**config.mk**
```make
export PLATFORM = sky130hd
export DESIGN_NAME = gate_vector_sequencer_flat
export DESIGN_NICKNAME = d
export VERILOG_FILES = /design/src/rtl/gate_vector_sequencer_if.sv /design/src/rtl/gate_vector_sequencer.sv /design/src/flat_wrapper.sv
export SDC_FILE = /design/constraint.sdc
export NUM_CORES = 1
export LEC_CHECK = 0
export BUFFER_PORTS_ARGS = -buffer_cell sky130_fd_sc_hd__buf_2
export CAP_MARGIN = 15
export CELL_PAD_IN_SITES_DETAIL_PLACEMENT = 0
export CELL_PAD_IN_SITES_GLOBAL_PLACEMENT = 1
export CORE_ASPECT_RATIO = 1.1
export CORE_MARGIN = 2
export CORE_UTILIZATION = 29
export CTS_BUF_LIST = sky130_fd_sc_hd__clkbuf_16
export DETAILED_ROUTE_END_ITERATION = 12
export PLACE_DENSITY = 0.58
export SYNTH_ARGS = -nofsm -noshare
export SYNTH_HDL_FRONTEND = slang
export SYNTH_SLANG_ARGS = --single-unit
```
**constraint.sdc**
```tcl
create_clock -name clk -period 1.6 [get_ports clk]
set_input_delay 0.24 -clock clk [delete_from_list [all_inputs] [get_ports clk]]
set_output_delay 0.24 -clock clk [all_outputs]
set_load 0.01 [all_outputs]
```
**src/rtl/gate_vector_sequencer_if.sv**
```systemverilog
`default_nettype none
// ============================================================================
// Module  : gate_vector_sequencer_if
// Purpose : Bundles the control/status and gate-stimulus signals of
//           gate_vector_sequencer.
// Ports   : start, res_a, res_b             -> into the sequencer
//           vec, busy, done, mismatch_cnt,
//           fail, first_fail_idx,
//           first_fail_vld                  <- from the sequencer
//           master = sequencer side, slave = environment side
// Revision: 1.0  initial release
// ============================================================================
interface gate_vector_sequencer_if #(
  parameter int N_IN = 2
);
  logic            start;
  logic [N_IN-1:0] vec;
  logic            res_a;
  logic            res_b;
  logic            busy;
  logic            done;
  logic [N_IN:0]   mismatch_cnt;
  logic            fail;
  logic [N_IN-1:0] first_fail_idx;
  logic            first_fail_vld;

  modport master (
    input  start, res_a, res_b,
    output vec, busy, done, mismatch_cnt, fail, first_fail_idx, first_fail_vld
  );

  modport slave (
    output start, res_a, res_b,
    input  vec, busy, done, mismatch_cnt, fail, first_fail_idx, first_fail_vld
  );
endinterface
`default_nettype wire

```
**src/rtl/gate_vector_sequencer.sv**
```systemverilog
`default_nettype none
// ============================================================================
// Module  : gate_vector_sequencer
// Purpose : Walks vec through every truth-table row of an N_IN-input gate,
//           holds each row SETTLE cycles, then samples two implementations
//           (res_a, res_b) and counts rows where they disagree. Reports the
//           mismatch count, a fail flag and the first failing row.
// Ports   : clk    - rising-edge clock
//           rst_n  - asynchronous reset, active low
//           bus    - gate_vector_sequencer_if.master (start, vec, res_a/b,
//                    busy, done, mismatch_cnt, fail, first_fail_idx/vld)
// Options : SEQ_GOLDEN_CHECK_EN - when defined, res_a is additionally
//           compared with GOLDEN[vec] so that two identically wrong
//           implementations are still flagged. Port list is the same.
// Revision: 1.0  initial release
// ============================================================================
module gate_vector_sequencer #(
  parameter int                     N_IN   = 2,
  parameter int                     SETTLE = 1,
  parameter logic [(1<<N_IN)-1:0]   GOLDEN = 4'b1101
) (
  input  wire logic               clk,
  input  wire logic               rst_n,
  gate_vector_sequencer_if.master bus
);

  localparam int              CW   = (SETTLE < 2) ? 1 : $clog2(SETTLE + 1);
  localparam logic [N_IN-1:0] LAST = '1;

  typedef enum logic [1:0] {
    IDLE   = 2'd0,
    WAIT   = 2'd1,
    SAMPLE = 2'd2,
    DONE   = 2'd3
  } state_t;

  state_t          r_state;
  logic [CW-1:0]   r_cnt;
  logic [N_IN-1:0] r_vec;
  logic            r_busy;
  logic            r_done;
  logic [N_IN:0]   r_mismatch_cnt;
  logic            r_fail;
  logic [N_IN-1:0] r_first_fail_idx;
  logic            r_first_fail_vld;
  logic            w_row_err;

`ifdef SEQ_GOLDEN_CHECK_EN
  assign w_row_err = (bus.res_a != bus.res_b) | (bus.res_a != GOLDEN[r_vec]);
`else
  // Only the cross-check between the two implementations is used here.
  logic w_unused_golden;
  assign w_unused_golden = ^GOLDEN;
  assign w_row_err       = (bus.res_a != bus.res_b);
`endif

  always_ff @(posedge clk or negedge rst_n) begin
    if (!rst_n) begin
      r_state          <= IDLE;
      r_cnt            <= '0;
      r_vec            <= '0;
      r_busy           <= 1'b0;
      r_done           <= 1'b0;
      r_mismatch_cnt   <= '0;
      r_fail           <= 1'b0;
      r_first_fail_idx <= '0;
      r_first_fail_vld <= 1'b0;
    end else begin
      case (r_state)
        IDLE, DONE: begin
          if (bus.start) begin
            r_state          <= WAIT;
            r_cnt            <= CW'(SETTLE);
            r_vec            <= '0;
            r_busy           <= 1'b1;
            r_done           <= 1'b0;
            r_mismatch_cnt   <= '0;
            r_fail           <= 1'b0;
            r_first_fail_idx <= '0;
            r_first_fail_vld <= 1'b0;
          end
        end
        WAIT: begin
          // Leaving at cnt==1 makes WAIT last exactly SETTLE cycles.
          r_cnt <= r_cnt - 1'b1;
          if (r_cnt == CW'(1)) begin
            r_state <= SAMPLE;
          end
        end
        SAMPLE: begin
          if (w_row_err) begin
            r_mismatch_cnt <= r_mismatch_cnt + 1'b1;
            r_fail         <= 1'b1;
            if (!r_first_fail_vld) begin
              r_first_fail_idx <= r_vec;
              r_first_fail_vld <= 1'b1;
            end
          end
          // vec stays on the last row so DONE reports where the sweep ended.
          if (r_vec == LAST) begin
            r_state <= DONE;
            r_busy  <= 1'b0;
            r_done  <= 1'b1;
          end else begin
            r_vec   <= r_vec + 1'b1;
            r_cnt   <= CW'(SETTLE);
            r_state <= WAIT;
          end
        end
        default: r_state <= IDLE;
      endcase
    end
  end

  assign bus.vec            = r_vec;
  assign bus.busy           = r_busy;
  assign bus.done           = r_done;
  assign bus.mismatch_cnt   = r_mismatch_cnt;
  assign bus.fail           = r_fail;
  assign bus.first_fail_idx = r_first_fail_idx;
  assign bus.first_fail_vld = r_first_fail_vld;

endmodule
`default_nettype wire

```
**src/flat_wrapper.sv**
```systemverilog
// flat-port wrapper written by rule: the top's interface ports become plain ports
module gate_vector_sequencer_flat 
#(
  parameter int                     N_IN   = 2,
  parameter int                     SETTLE = 1,
  parameter logic [(1<<N_IN)-1:0]   GOLDEN = 4'b1101
)
  (clk, rst_n, bus_start, bus_res_a, bus_res_b, bus_vec, bus_busy, bus_done, bus_mismatch_cnt, bus_fail, bus_first_fail_idx, bus_first_fail_vld);
  gate_vector_sequencer_if #(.N_IN(N_IN)) bus_i ();
  input  wire logic clk;
  input  wire logic rst_n;
  input wire logic [$bits(bus_i.start)-1:0] bus_start;
  input wire logic [$bits(bus_i.res_a)-1:0] bus_res_a;
  input wire logic [$bits(bus_i.res_b)-1:0] bus_res_b;
  output wire logic [$bits(bus_i.vec)-1:0] bus_vec;
  output wire logic [$bits(bus_i.busy)-1:0] bus_busy;
  output wire logic [$bits(bus_i.done)-1:0] bus_done;
  output wire logic [$bits(bus_i.mismatch_cnt)-1:0] bus_mismatch_cnt;
  output wire logic [$bits(bus_i.fail)-1:0] bus_fail;
  output wire logic [$bits(bus_i.first_fail_idx)-1:0] bus_first_fail_idx;
  output wire logic [$bits(bus_i.first_fail_vld)-1:0] bus_first_fail_vld;
  assign bus_i.start = bus_start;
  assign bus_i.res_a = bus_res_a;
  assign bus_i.res_b = bus_res_b;
  assign bus_vec = bus_i.vec;
  assign bus_busy = bus_i.busy;
  assign bus_done = bus_i.done;
  assign bus_mismatch_cnt = bus_i.mismatch_cnt;
  assign bus_fail = bus_i.fail;
  assign bus_first_fail_idx = bus_i.first_fail_idx;
  assign bus_first_fail_vld = bus_i.first_fail_vld;
  gate_vector_sequencer #(.N_IN(N_IN), .SETTLE(SETTLE), .GOLDEN(GOLDEN)) u_core (.clk(clk), .rst_n(rst_n), .bus(bus_i));
endmodule
```
# Word level (Yosys, flattened, before mapping)
# Index checks and enable logic that the tools add are counted.
[totals]
regBits = 13
elab_cells = 54
[op_classes]
eq_ne = 11
addsub = 3
mux = 23
reduce_logical = 9
[op_table]
columns = ["cell", "n"]
rows = [
  ["2-bit two-way mux", 7],
  ["3-bit AND reduction", 3],
  ["2-bit case mux with 2 select lines", 2],
  ["2-bit == test (second input constant)", 3],
  ["1-bit two-way mux", 6],
  ["3-bit two-way mux", 2],
  ["2-bit by 1-bit != test with 1-bit output (second input constant)", 3],
  ["2-bit != test (second input constant)", 3],
  ["1-bit case mux with 2 select lines", 3],
  ["2-bit case mux with 3 select lines", 1],
  ["3-bit case mux with 2 select lines", 1],
  ["2-bit AND reduction", 2],
  ["4-bit AND reduction", 1],
  ["3-bit by 1-bit adder with 3-bit output (second input constant)", 1],
  ["1-bit case mux with 3 select lines", 1],
  ["2-bit by 1-bit adder with 2-bit output (second input constant)", 1],
  ["2-bit by 1-bit == test with 1-bit output (second input constant)", 1],
  ["2-bit logical NOT", 1],
  ["2-bit nonzero test", 1],
  ["2-bit OR reduction", 1],
  ["1-bit != test", 1],
  ["1-bit subtractor (second input constant)", 1],
]

# Logic depth before layout (Yosys ltp)
# Gate-level depths: netlist of run 1.
[depth]
word_depth = 4
mapped_depth = 6
depth_no_buf = 5

# Worst setup path after synthesis of run 1
# OpenSTA, ideal clock, no wires.
[synth_path]
path_type = "register -> register"
startpoint = "reg u_core.r_state[0]"
endpoint = "reg u_core.r_vec[0] (netlist: u_core.bus.vec[0])"
t_required_ps = 1475
slack_ps = -144
path_stages_with_launch = 7
n_path_buf = 1
arrival_ps = 1619
cell_sequence = "dfrtp_1 inv_1 ha_1 nor2b_4 buf_6 a211oi_2 mux2_2"
[synth_between]
elab_chain_cells = 4
elab_cells_between_ends = 9
[synth_rtl]
columns = ["element", "line", "source"]
rows = [
  ["start, declared", "gate_vector_sequencer.sv:37", "state_t r_state;"],
  ["start signal, assigned", "gate_vector_sequencer.sv:59", "r_state <= IDLE;"],
  ["start signal, assigned", "gate_vector_sequencer.sv:72", "r_state <= WAIT;"],
  ["start signal, assigned", "gate_vector_sequencer.sv:87", "r_state <= SAMPLE;"],
  ["2-bit == test / 2-bit logical NOT (equally long branches)", "gate_vector_sequencer.sv:69", "case (r_state)"],
  ["2-bit OR reduction", "gate_vector_sequencer.sv:69", ""],
  ["2-bit != test (no line) / 2-bit nonzero test (equally long branches)", "--", ""],
  ["3-bit AND reduction (no line)", "--", ""],
  ["end signal, assigned", "gate_vector_sequencer.sv:105", "r_vec <= r_vec + 1'b1;"],
  ["end, declared", "gate_vector_sequencer.sv:39", "logic [N_IN-1:0] r_vec;"],
]
# Several ways; a longest one is shown, not always the timed one.
# A chain may end at the register's enable or synchronous reset.

# Final worst setup path of run 1
[layout_path]
startpoint = "reg u_core.r_state[1]"
endpoint = "reg u_core.r_fail (netlist: u_core.bus.fail)"
[layout_between]
elab_chain_cells = 4
elab_cells_between_ends = 9
[layout_rtl]
columns = ["element", "line", "source"]
rows = [
  ["2-bit == test / 2-bit logical NOT (equally long branches)", "gate_vector_sequencer.sv:69", ""],
  ["2-bit OR reduction", "gate_vector_sequencer.sv:69", ""],
  ["2-bit != test (no line) / 2-bit nonzero test (equally long branches)", "--", ""],
  ["3-bit AND reduction (no line)", "--", ""],
  ["end signal, assigned", "gate_vector_sequencer.sv:65", "r_fail <= 1'b0;"],
  ["end signal, assigned", "gate_vector_sequencer.sv:78", "r_fail <= 1'b0;"],
  ["end signal, assigned", "gate_vector_sequencer.sv:93", "r_fail <= 1'b1;"],
  ["end, declared", "gate_vector_sequencer.sv:43", "logic r_fail;"],
]
# Several ways; a longest one is shown, not always the timed one.

==> flow_summary.ini, run 1 <==
[timing]
worst_pin_slew_ns = 0.618
drv_slew = 0
max_freq_ghz = 0.620
fin_ws_ns = -0.0131
relSlewSlack = 0.585
finalSetupViolCount = 1
hold_viol_final = 0
fin_crit_ns = 1.61
rsz0062_at_grt = true
finalClockSkew_ns = 0.00150
period_share = 1.01
setup_tns_ns = -0.0131

[final_layout]
fin_util = 0.402
fin_nets = 113
final_cells = 134
antenna_cells = 0
final_common_cell = buf_2
final_cell_mix = 16 x buf_2, 13 x dfrtp_1, 7 x inv_1, 7 x buf_4, 6 x nand2_1
syn_to_final_growth_pct = 34.4
drive_above_1_share = 0.376

[setup_path]
path_buf_inv = 1
worstSetupEndpointType = flip-flop
worst_path_dominant_cell_family = flip-flops
worst_path_max_delay_cell = dfrtp_1
startpoint_type = flip-flop
crit_chain = ha_4, buf_4, nor2_2, a211o_1, mux2_4
cp.required_ns = 1.72
cpPeakStageDelay_ns = 0.42
path_class = reg -> reg
cp_max_fo = 6
arrival_ns = 1.74

[drt]
viasPerCell = 4.87
drt_pre_antenna_iters = 4
vias = 653
wl_per_cell_um = 13.4
drt_iter0_drc = 12
wirelength_um = 1800
postRouteAntennaNets = 0
drcViolationCount = 0

[power_and_ir_drop]
powerDensity_nw_per_um2 = 1910
leakagePower_uw = 0.000554
peakVddDrop_mv = 0.817

[outcome]
outcome = finished, violations left
violations = setup timing

[logic_synthesis]
ys_types = 30
ys_ff_latch = 13
yosys.area_share.simple = 0.141
yosysWarnings = 0
synth_fp_nets = 88
syn_inst = 77
syn_area_um2 = 808
synth_top_family_by_area = compound AO/OA/AOI/OAI gates
synthAdderAreaFrac = 0.0929
ys_seq_area_frac = 0.402
synth-compound-area-share = 0.201
synthXorXnorAreaFrac = 0.0108
muxShareOfSynthArea = 0.0851
synth_area_per_cell_um2 = 10.5

[place]
io_buffers = 15
place_inst = 125
post-dp-hpwl_um = 1330
gp_congestion = 0.697

[clocking]
cts_tree = done
clk_latency_ns = 0.24
cts.path.max_buffers = 2
clock_sinks = 13
path_clk_slew_ns = 0.05
h-tree-depth = 1
cts_inserted_buffers = 3
cts_root_buf = clkbuf_16

[grt]
grt_max_degree = 14
antenna_found_initial = 0
grt_pass1_vias = 612
track_usage = 0.129
gr-total-overflow = 0
grt_pass1_wl_um = 2930

[floorplan]
io_pins = 16
initial_core_util = 0.299
rows = 20
die_width_um = 54.3
design.core.area_um2 = 2700
die_h_um = 59.4
die_area_um2 = 3230

[flow_run]
maxCapViolCount = 0

[min_path]
hp-class = in -> reg
-- registers in the layout, indices dropped and copies added (netlist names) --
name	count
u_core.bus.mismatch_cnt	3
u_core.bus.first_fail_idx	2
u_core.bus.vec	2
u_core.r_state	2
u_core.bus.busy	1
u_core.bus.done	1
u_core.bus.fail	1
u_core.r_cnt	1
-- worst register-to-register path, stage by stage (launching register included) --
cell and delay (ns):
dfrtp_1 0.42, ha_4 0.31, buf_4 0.12, nor2_2 0.05
a211o_1 0.30, mux2_4 0.30
-- cell type report --
type	instances	area, um2
inverters	7	26.3
well taps	33	41.3
clock buffers	3	75.1
repair buffers	24	143
fillers	278	1620
multi-input cells	53	472
flip-flops and latches	13	325
clock inverters	1	3.75
-- metrics by stage --
| stage | total power (uW) | worst slack, ns | hold WS [ns] | cell area, um2 |
|---|---|---|---|---|
| 2_1_floorplan | 1280 | 0.000229 | -0.0556 | 836 |
| 3_3_place_gp | 1480 | 0.0141 | 0.152 | 955 |
| 3_5_place_dp | 1510 | -0.0328 | 0.156 | 955 |
| 4_1_cts | 2000 | -0.0181 | 0.379 | 1050 |
| 5_1_grt | 2230 | -0.0975 | 0.446 | 1090 |
| 6_report | 2070 | -0.0131 | 0.380 | 1090 |
-- Yosys cell counts, drive strengths merged --
cell | n | area [um2]
o221a | 1 | 11.3
inv | 7 | 26.3
a211oi | 2 | 25.0
nor2b | 1 | 13.8
nand2 | 6 | 22.5
nor3b | 1 | 7.51
dfrtp | 13 | 325
buf | 3 | 23.8
a21oi | 3 | 15.0
o22ai | 1 | 6.26
a2111oi | 3 | 26.3
mux2i | 2 | 20.0
xnor2 | 1 | 8.76
ha | 6 | 75.1
o21a | 1 | 7.51
nand3b | 3 | 22.5
a211o | 5 | 43.8
mux2 | 4 | 48.8
o21bai | 1 | 7.51
or2b | 1 | 7.51
and3b | 1 | 8.76
nor2 | 5 | 18.8
a31oi | 1 | 6.26
o2bb2ai | 1 | 8.76
and3 | 2 | 12.5
clkbuf | 1 | 3.75
o21ai | 1 | 5.00
-- timing repair --
action                     in CTS  in global routing
buffers inserted                1                  3
resized for setup               0                  6
pin swaps                       0                  4
hold endpoints to repair       13                  0
setup endpoints to repair       1                  8
hold buffers                    1                  0
-- routing by layer --
| metal | vias up | GRT usage | wire length (um) | share of wire |
|---|---|---|---|---|
| li1 | 330 | - | - | - |
| met1 | 308 | 0.173 | 853 | 0.47 |
| met2 | 13 | 0.201 | 864 | 0.48 |
| met3 | 2 | 0.0253 | 61 | 0.034 |
| met4 | 0 | 0.0536 | 17 | 0.0095 |
| met5 | - | 0 | 0 | 0 |
-- cells by family (layout without fill, tap and decap cells) --
logic type / after synthesis / count (layout)
compound gates: 20 / 20
simple gates: 20 / 20
flops: 13 / 13
buf+inv: 11 / 35
fa+ha+maj: 6 / 6
mux: 6 / 6
xor+xnor: 1 / 1
-- power by group --
group          leakage (uW)  total (uW)  switching, uW  internal [uW]
clock             0.0000423         468            139            330
sequential         0.000166         508           88.3            420
combinational      0.000346        1090            522            572
-- path summary, 6_finish.rpt --
check	start	end	slack, ns	depth (start not counted)
setup / recovery	u_core.r_state[1]	u_core.bus.fail	-0.01	5
hold / removal	bus_start	u_core.bus.busy	0.38	3
setup reg to reg	u_core.r_state[1]	u_core.bus.fail	-0.01	5
hold reg to reg	u_core.bus.first_fail_idx[1]	u_core.bus.first_fail_idx[1]	0.51	1
max in group asynchronous	rst_n	u_core.bus.busy	0.94	2
min in group asynchronous	rst_n	u_core.bus.first_fail_idx[1]	0.42	2
(Power assumes the default switching activity.)
==> run 2: changes to the inputs <==
--- a/config.mk
+++ b/config.mk
@@ -14,7 +14,8 @@
 export CORE_UTILIZATION = 29
 export CTS_BUF_LIST = sky130_fd_sc_hd__clkbuf_16
 export DETAILED_ROUTE_END_ITERATION = 12
-export PLACE_DENSITY = 0.58
+export PLACE_DENSITY = 0.56
+export SLEW_MARGIN = 25
 export SYNTH_ARGS = -nofsm -noshare
 export SYNTH_HDL_FRONTEND = slang
 export SYNTH_SLANG_ARGS = --single-unit
==> constraint.sdc (replaced) <==
create_clock -name clk -period 2 [get_ports clk]
set_input_delay 0.3 -clock clk [delete_from_list [all_inputs] [get_ports clk]]
set_output_delay 0.3 -clock clk [all_outputs]
set_load 0.01 [all_outputs]
==> run 2 against run 1 <==
The flow now finishes without violations; design area is 8.5% lower; routed wire length down 4.4%; clock power is 19% lower.
==> flow_summary.ini, run 2 (synthesis results as in run 1) <==
[setup_path]
cp_max_fo = 9
cp.required_ns = 2.13
startpoint_type = flip-flop
r2r_end = u_core.bus.vec[0]
reg2reg_depth = 5
arrival_ns = 1.89
path_class = reg -> reg
regToRegStartpoint = u_core.r_state[0]
worstSetupEndpointType = flip-flop
reg2reg_slack_ns = 0.23

[clocking]
path_clk_slew_ns = 0.04
clock_sinks = 13
cts_setup_buffers = 0
cts.path.max_buffers = 2
cts_resized = 0
cts_tree = done
cts_root_buf = clkbuf_16
cts_hold_buf = 1
clk_latency_ns = 0.24
h-tree-depth = 1
cts_inserted_buffers = 3

[place]
dpl-instance-area_um2 = 905
post-dp-hpwl_um = 1270
post-place-ws_ns = 0.251
gp_congestion = 0.773
io_buffers = 15

[grt]
grt_max_degree = 14
track_usage = 0.128
grt_pass1_wl_um = 2840
grt_pass1_vias = 587
antenna_found_initial = 0
use_met1 = 0.170
gr-total-overflow = 0
met2_usage = 0.181
top_usage_layer = met2
use_met3 = 0.0455

[drt]
postRouteAntennaNets = 0
wl_per_cell_um = 13.5
viasPerCell = 4.87
drt_pre_antenna_iters = 2
vias = 618
wirelength_um = 1720
drt_iter0_drc = 9
drcViolationCount = 0

[final_layout]
final_common_cell = buf_2
syn_to_final_growth_pct = 22.9
fill_cells = 285
design_area_um2 = 993
fin_nets = 106
drive_above_1_share = 0.287
largest_reg_flops = 3
final_cell_mix = 15 x buf_2, 13 x dfrtp_1, 8 x inv_1, 6 x nand2_1, 6 x ha_1
antenna_cells = 0

[min_path]
worst_hold_path.num_cells = 3
hp-start = bus_start
min_to = u_core.r_state[0]
hp-class = in -> reg

[timing]
relSlewSlack = 0.650
hold_viol_final = 0
setup_tns_ns = 0
period_share = 0.883
max_freq_ghz = 0.567
fin_crit_ns = 1.77
worst_pin_slew_ns = 0.522
fin_ws_ns = 0.235
finalClockSkew_ns = 0.00101
drv_slew = 0
rsz0062_at_grt = false
finalSetupViolCount = 0

[power_and_ir_drop]
peakVddDrop_mv = 0.505
totalPowerFinal_uw = 1450
leakagePower_uw = 0.000516
powerDensity_nw_per_um2 = 1460

[floorplan]
initial_core_util = 0.299
die_width_um = 54.3
die_area_um2 = 3230
io_pins = 16
design.core.area_um2 = 2700
die_h_um = 59.4
rows = 20

[flow_run]
maxCapViolCount = 0

[outcome]
outcome = finished, final reports clean
==> run 2: power breakdown <==
part           switching [uW]  internal, uW
registers                72.2           336
logic                     346           322
clock network             113           264
total                     531           921
==> run 2: final cells by class <==
class                      instances  area, um2  area share
clock buffer                       3       75.1      0.0756
sequential                        13        325       0.327
timing repair buffer              17       92.6      0.0932
tap                               33       41.3      0.0416
clock inverter                     1       3.75     0.00378
multi-input combinational         53        429       0.432
inverter                           7       26.3      0.0264
==> run 2: how the worst max path moves through the flow <==
stage | start | depth (start not counted) | endpoint
2_1_floorplan | u_core.r_state[0] | 6 | u_core.bus.vec[0]
3_3_place_gp | u_core.r_state[0] | 5 | u_core.bus.vec[0]
3_5_place_dp | u_core.r_state[0] | 5 | u_core.bus.vec[0]
4_1_cts | u_core.r_state[0] | 5 | u_core.bus.vec[0]
5_1_grt | u_core.r_state[0] | 5 | u_core.bus.vec[0]
6_report | u_core.r_state[0] | 5 | u_core.bus.vec[0]
==> run 2: through the flow <==
step                hold slack, ns   util  std cells
floorplan                  0.00441      -         77
global placement             0.214  0.335        122
global route                 0.473  0.368        127
detailed placement           0.217  0.335        122
CTS                          0.431  0.368        127
finish                       0.429  0.368        127
==> run 2: critical path, stage by stage (launching register included) <==
cell and delay [ns]:
dfrtp_1 0.37, inv_1 0.08, ha_1 0.38, nor2b_4 0.19
a211oi_2 0.27, mux2_2 0.36
==> run 2: layer usage <==
| metal | up-vias | share of wire |
|---|---|---|
| li1 | 312 | - |
| met1 | 290 | 0.51 |
| met2 | 14 | 0.43 |
| met3 | 2 | 0.050 |
| met4 | 0 | 0.012 |
| met5 | - | 0 |
==> run 3: changes to the inputs <==
--- a/config.mk
+++ b/config.mk
@@ -5,14 +5,14 @@
 export SDC_FILE = /design/constraint.sdc
 export NUM_CORES = 1
 export LEC_CHECK = 0
-export BUFFER_PORTS_ARGS = -buffer_cell sky130_fd_sc_hd__buf_2
+export BUFFER_PORTS_ARGS = -buffer_cell sky130_fd_sc_hd__buf_4
 export CAP_MARGIN = 15
 export CELL_PAD_IN_SITES_DETAIL_PLACEMENT = 0
 export CELL_PAD_IN_SITES_GLOBAL_PLACEMENT = 1
 export CORE_ASPECT_RATIO = 1.1
 export CORE_MARGIN = 2
 export CORE_UTILIZATION = 29
-export CTS_BUF_LIST = sky130_fd_sc_hd__clkbuf_16
+export CTS_BUF_LIST = sky130_fd_sc_hd__clkbuf_4
 export DETAILED_ROUTE_END_ITERATION = 12
 export PLACE_DENSITY = 0.56
 export SLEW_MARGIN = 25
==> run 3 against run 2 <==
Flip-flop and latch count unchanged; routed wire length decreased by 3.0%; sequential power decreased by 1%; fmax decreased by 1.2%; via count decreased by 3.1%; combinational power increased by 4.0%; non-clock buffer count unchanged; first-iteration DRC count increased by 22%; worst setup slack got worse by 0.021 ns; total power decreased by 11%; utilization decreased by 0.42 points; largest cell class unchanged; highest routed layer unchanged.
==> flow_summary.ini, run 3 (synthesis results as in run 1) <==
[timing]
rsz0062_at_grt = false
finalSetupViolCount = 0
fin_crit_ns = 1.79
drv_slew = 0
relSlewSlack = 0.646
fin_ws_ns = 0.214
hold_viol_final = 0
setup_tns_ns = 0
period_share = 0.893
finalClockSkew_ns = 0.00732
worst_pin_slew_ns = 0.527
max_freq_ghz = 0.560

[grt]
use_met3 = 0.0328
grt_max_degree = 14
met2_usage = 0.174
track_usage = 0.121
use_met1 = 0.169
grt_pass1_wl_um = 2730
grt_pass1_vias = 574
antenna_found_initial = 0
gr-total-overflow = 0
top_usage_layer = met2

[outcome]
outcome = finished, final reports clean

[power_and_ir_drop]
powerDensity_nw_per_um2 = 1310
peakVddDrop_mv = 0.659
leakagePower_uw = 0.000498

[drt]
drt_iter0_drc = 11
wirelength_um = 1670
viasPerCell = 4.72
wl_per_cell_um = 13.1
vias = 599
postRouteAntennaNets = 0
drcViolationCount = 0
drt_pre_antenna_iters = 4

[place]
gp_congestion = 0.763
post-place-ws_ns = 0.242
post-dp-hpwl_um = 1220
io_buffers = 15

[floorplan]
initial_core_util = 0.299
design.core.area_um2 = 2700
die_area_um2 = 3230
die_width_um = 54.3
die_h_um = 59.4
rows = 20
io_pins = 16

[final_layout]
antenna_cells = 0
fill_cells = 280
final_common_cell = buf_4
fin_util = 0.363
final_cell_mix = 16 x buf_4, 13 x dfrtp_1, 7 x inv_1, 6 x nand2_1, 6 x ha_1
drive_above_1_share = 0.298
largest_reg_flops = 3
fin_nets = 106
syn_to_final_growth_pct = 21.5

[setup_path]
worstSetupEndpointType = flip-flop
cp.required_ns = 2.17
path_class = reg -> reg
cp_max_fo = 9
startpoint_type = flip-flop
arrival_ns = 1.95

[clocking]
cts.path.max_buffers = 2
cts_inserted_buffers = 3
cts_tree = done
cts_hold_buf = 1
path_clk_slew_ns = 0.10
h-tree-depth = 1
clock_sinks = 13
clk_latency_ns = 0.28
cts_resized = 0
cts_setup_buffers = 0
cts_root_buf = clkbuf_4

[flow_run]
maxCapViolCount = 0

[min_path]
hp-class = in -> reg
==> run 3: cell types whose count changed in the layout (fill, tap and decap cells not counted), sizes merged <==
cell / delta
clkbuf: +1
inv: -1
==> run 3: critical path, cell delays in order (launching register included) <==
cell      delay [ns]
dfrtp_1         0.38
inv_1           0.08
ha_1            0.38
nor2b_4         0.19
a211oi_2        0.27
mux2_2          0.36
==> run 3: area by class of cell <==
type / instances / area [um2] / area share
clock buffer: 4 / 30.0 / 0.0306
tap: 33 / 41.3 / 0.0420
timing repair buffer: 17 / 130 / 0.132
multi-input combinational: 53 / 429 / 0.437
inverter: 7 / 26.3 / 0.0268
sequential: 13 / 325 / 0.331
==> run 3: path summary, 6_finish.rpt <==
check	start	slack, ns	end	depth (start not counted)
max in group asynchronous	rst_n	1.44	u_core.bus.fail	2
worst max-delay path	u_core.r_state[0]	0.21	u_core.bus.vec[0]	5
worst max register to register	u_core.r_state[0]	0.21	u_core.bus.vec[0]	5
worst min register to register	u_core.bus.first_fail_idx[1]	0.51	u_core.bus.first_fail_idx[1]	1
min in group asynchronous	rst_n	0.39	u_core.bus.busy	2
worst min-delay path	bus_start	0.35	u_core.r_state[0]	3
==> run 3: through the flow <==
stage	instances	hold slack (ns)	instance area (um2)	power, uW
global route	127	0.363	982	1400
CTS	127	0.351	982	1300
global placement	122	0.162	942	1110
finish	127	0.349	982	1290
detailed placement	122	0.162	942	1110
floorplan	77	0.00441	808	943
==> run 3: per-layer routing <==
layer / up-vias / part of all wire / wire length [um]
li1: 315 / - / -
met1: 271 / 0.51 / 855
met2: 11 / 0.43 / 714
met3: 2 / 0.049 / 81
met4: 0 / 0.0090 / 15
met5: - / 0 / 0
==> run 3: power breakdown <==
part           leakage [uW]  total (uW)  switching, uW  internal [uW]
Sequential         0.000166         404           70.3            334
Clock             0.0000184         187           96.4           90.8
Combinational      0.000314         694            344            350
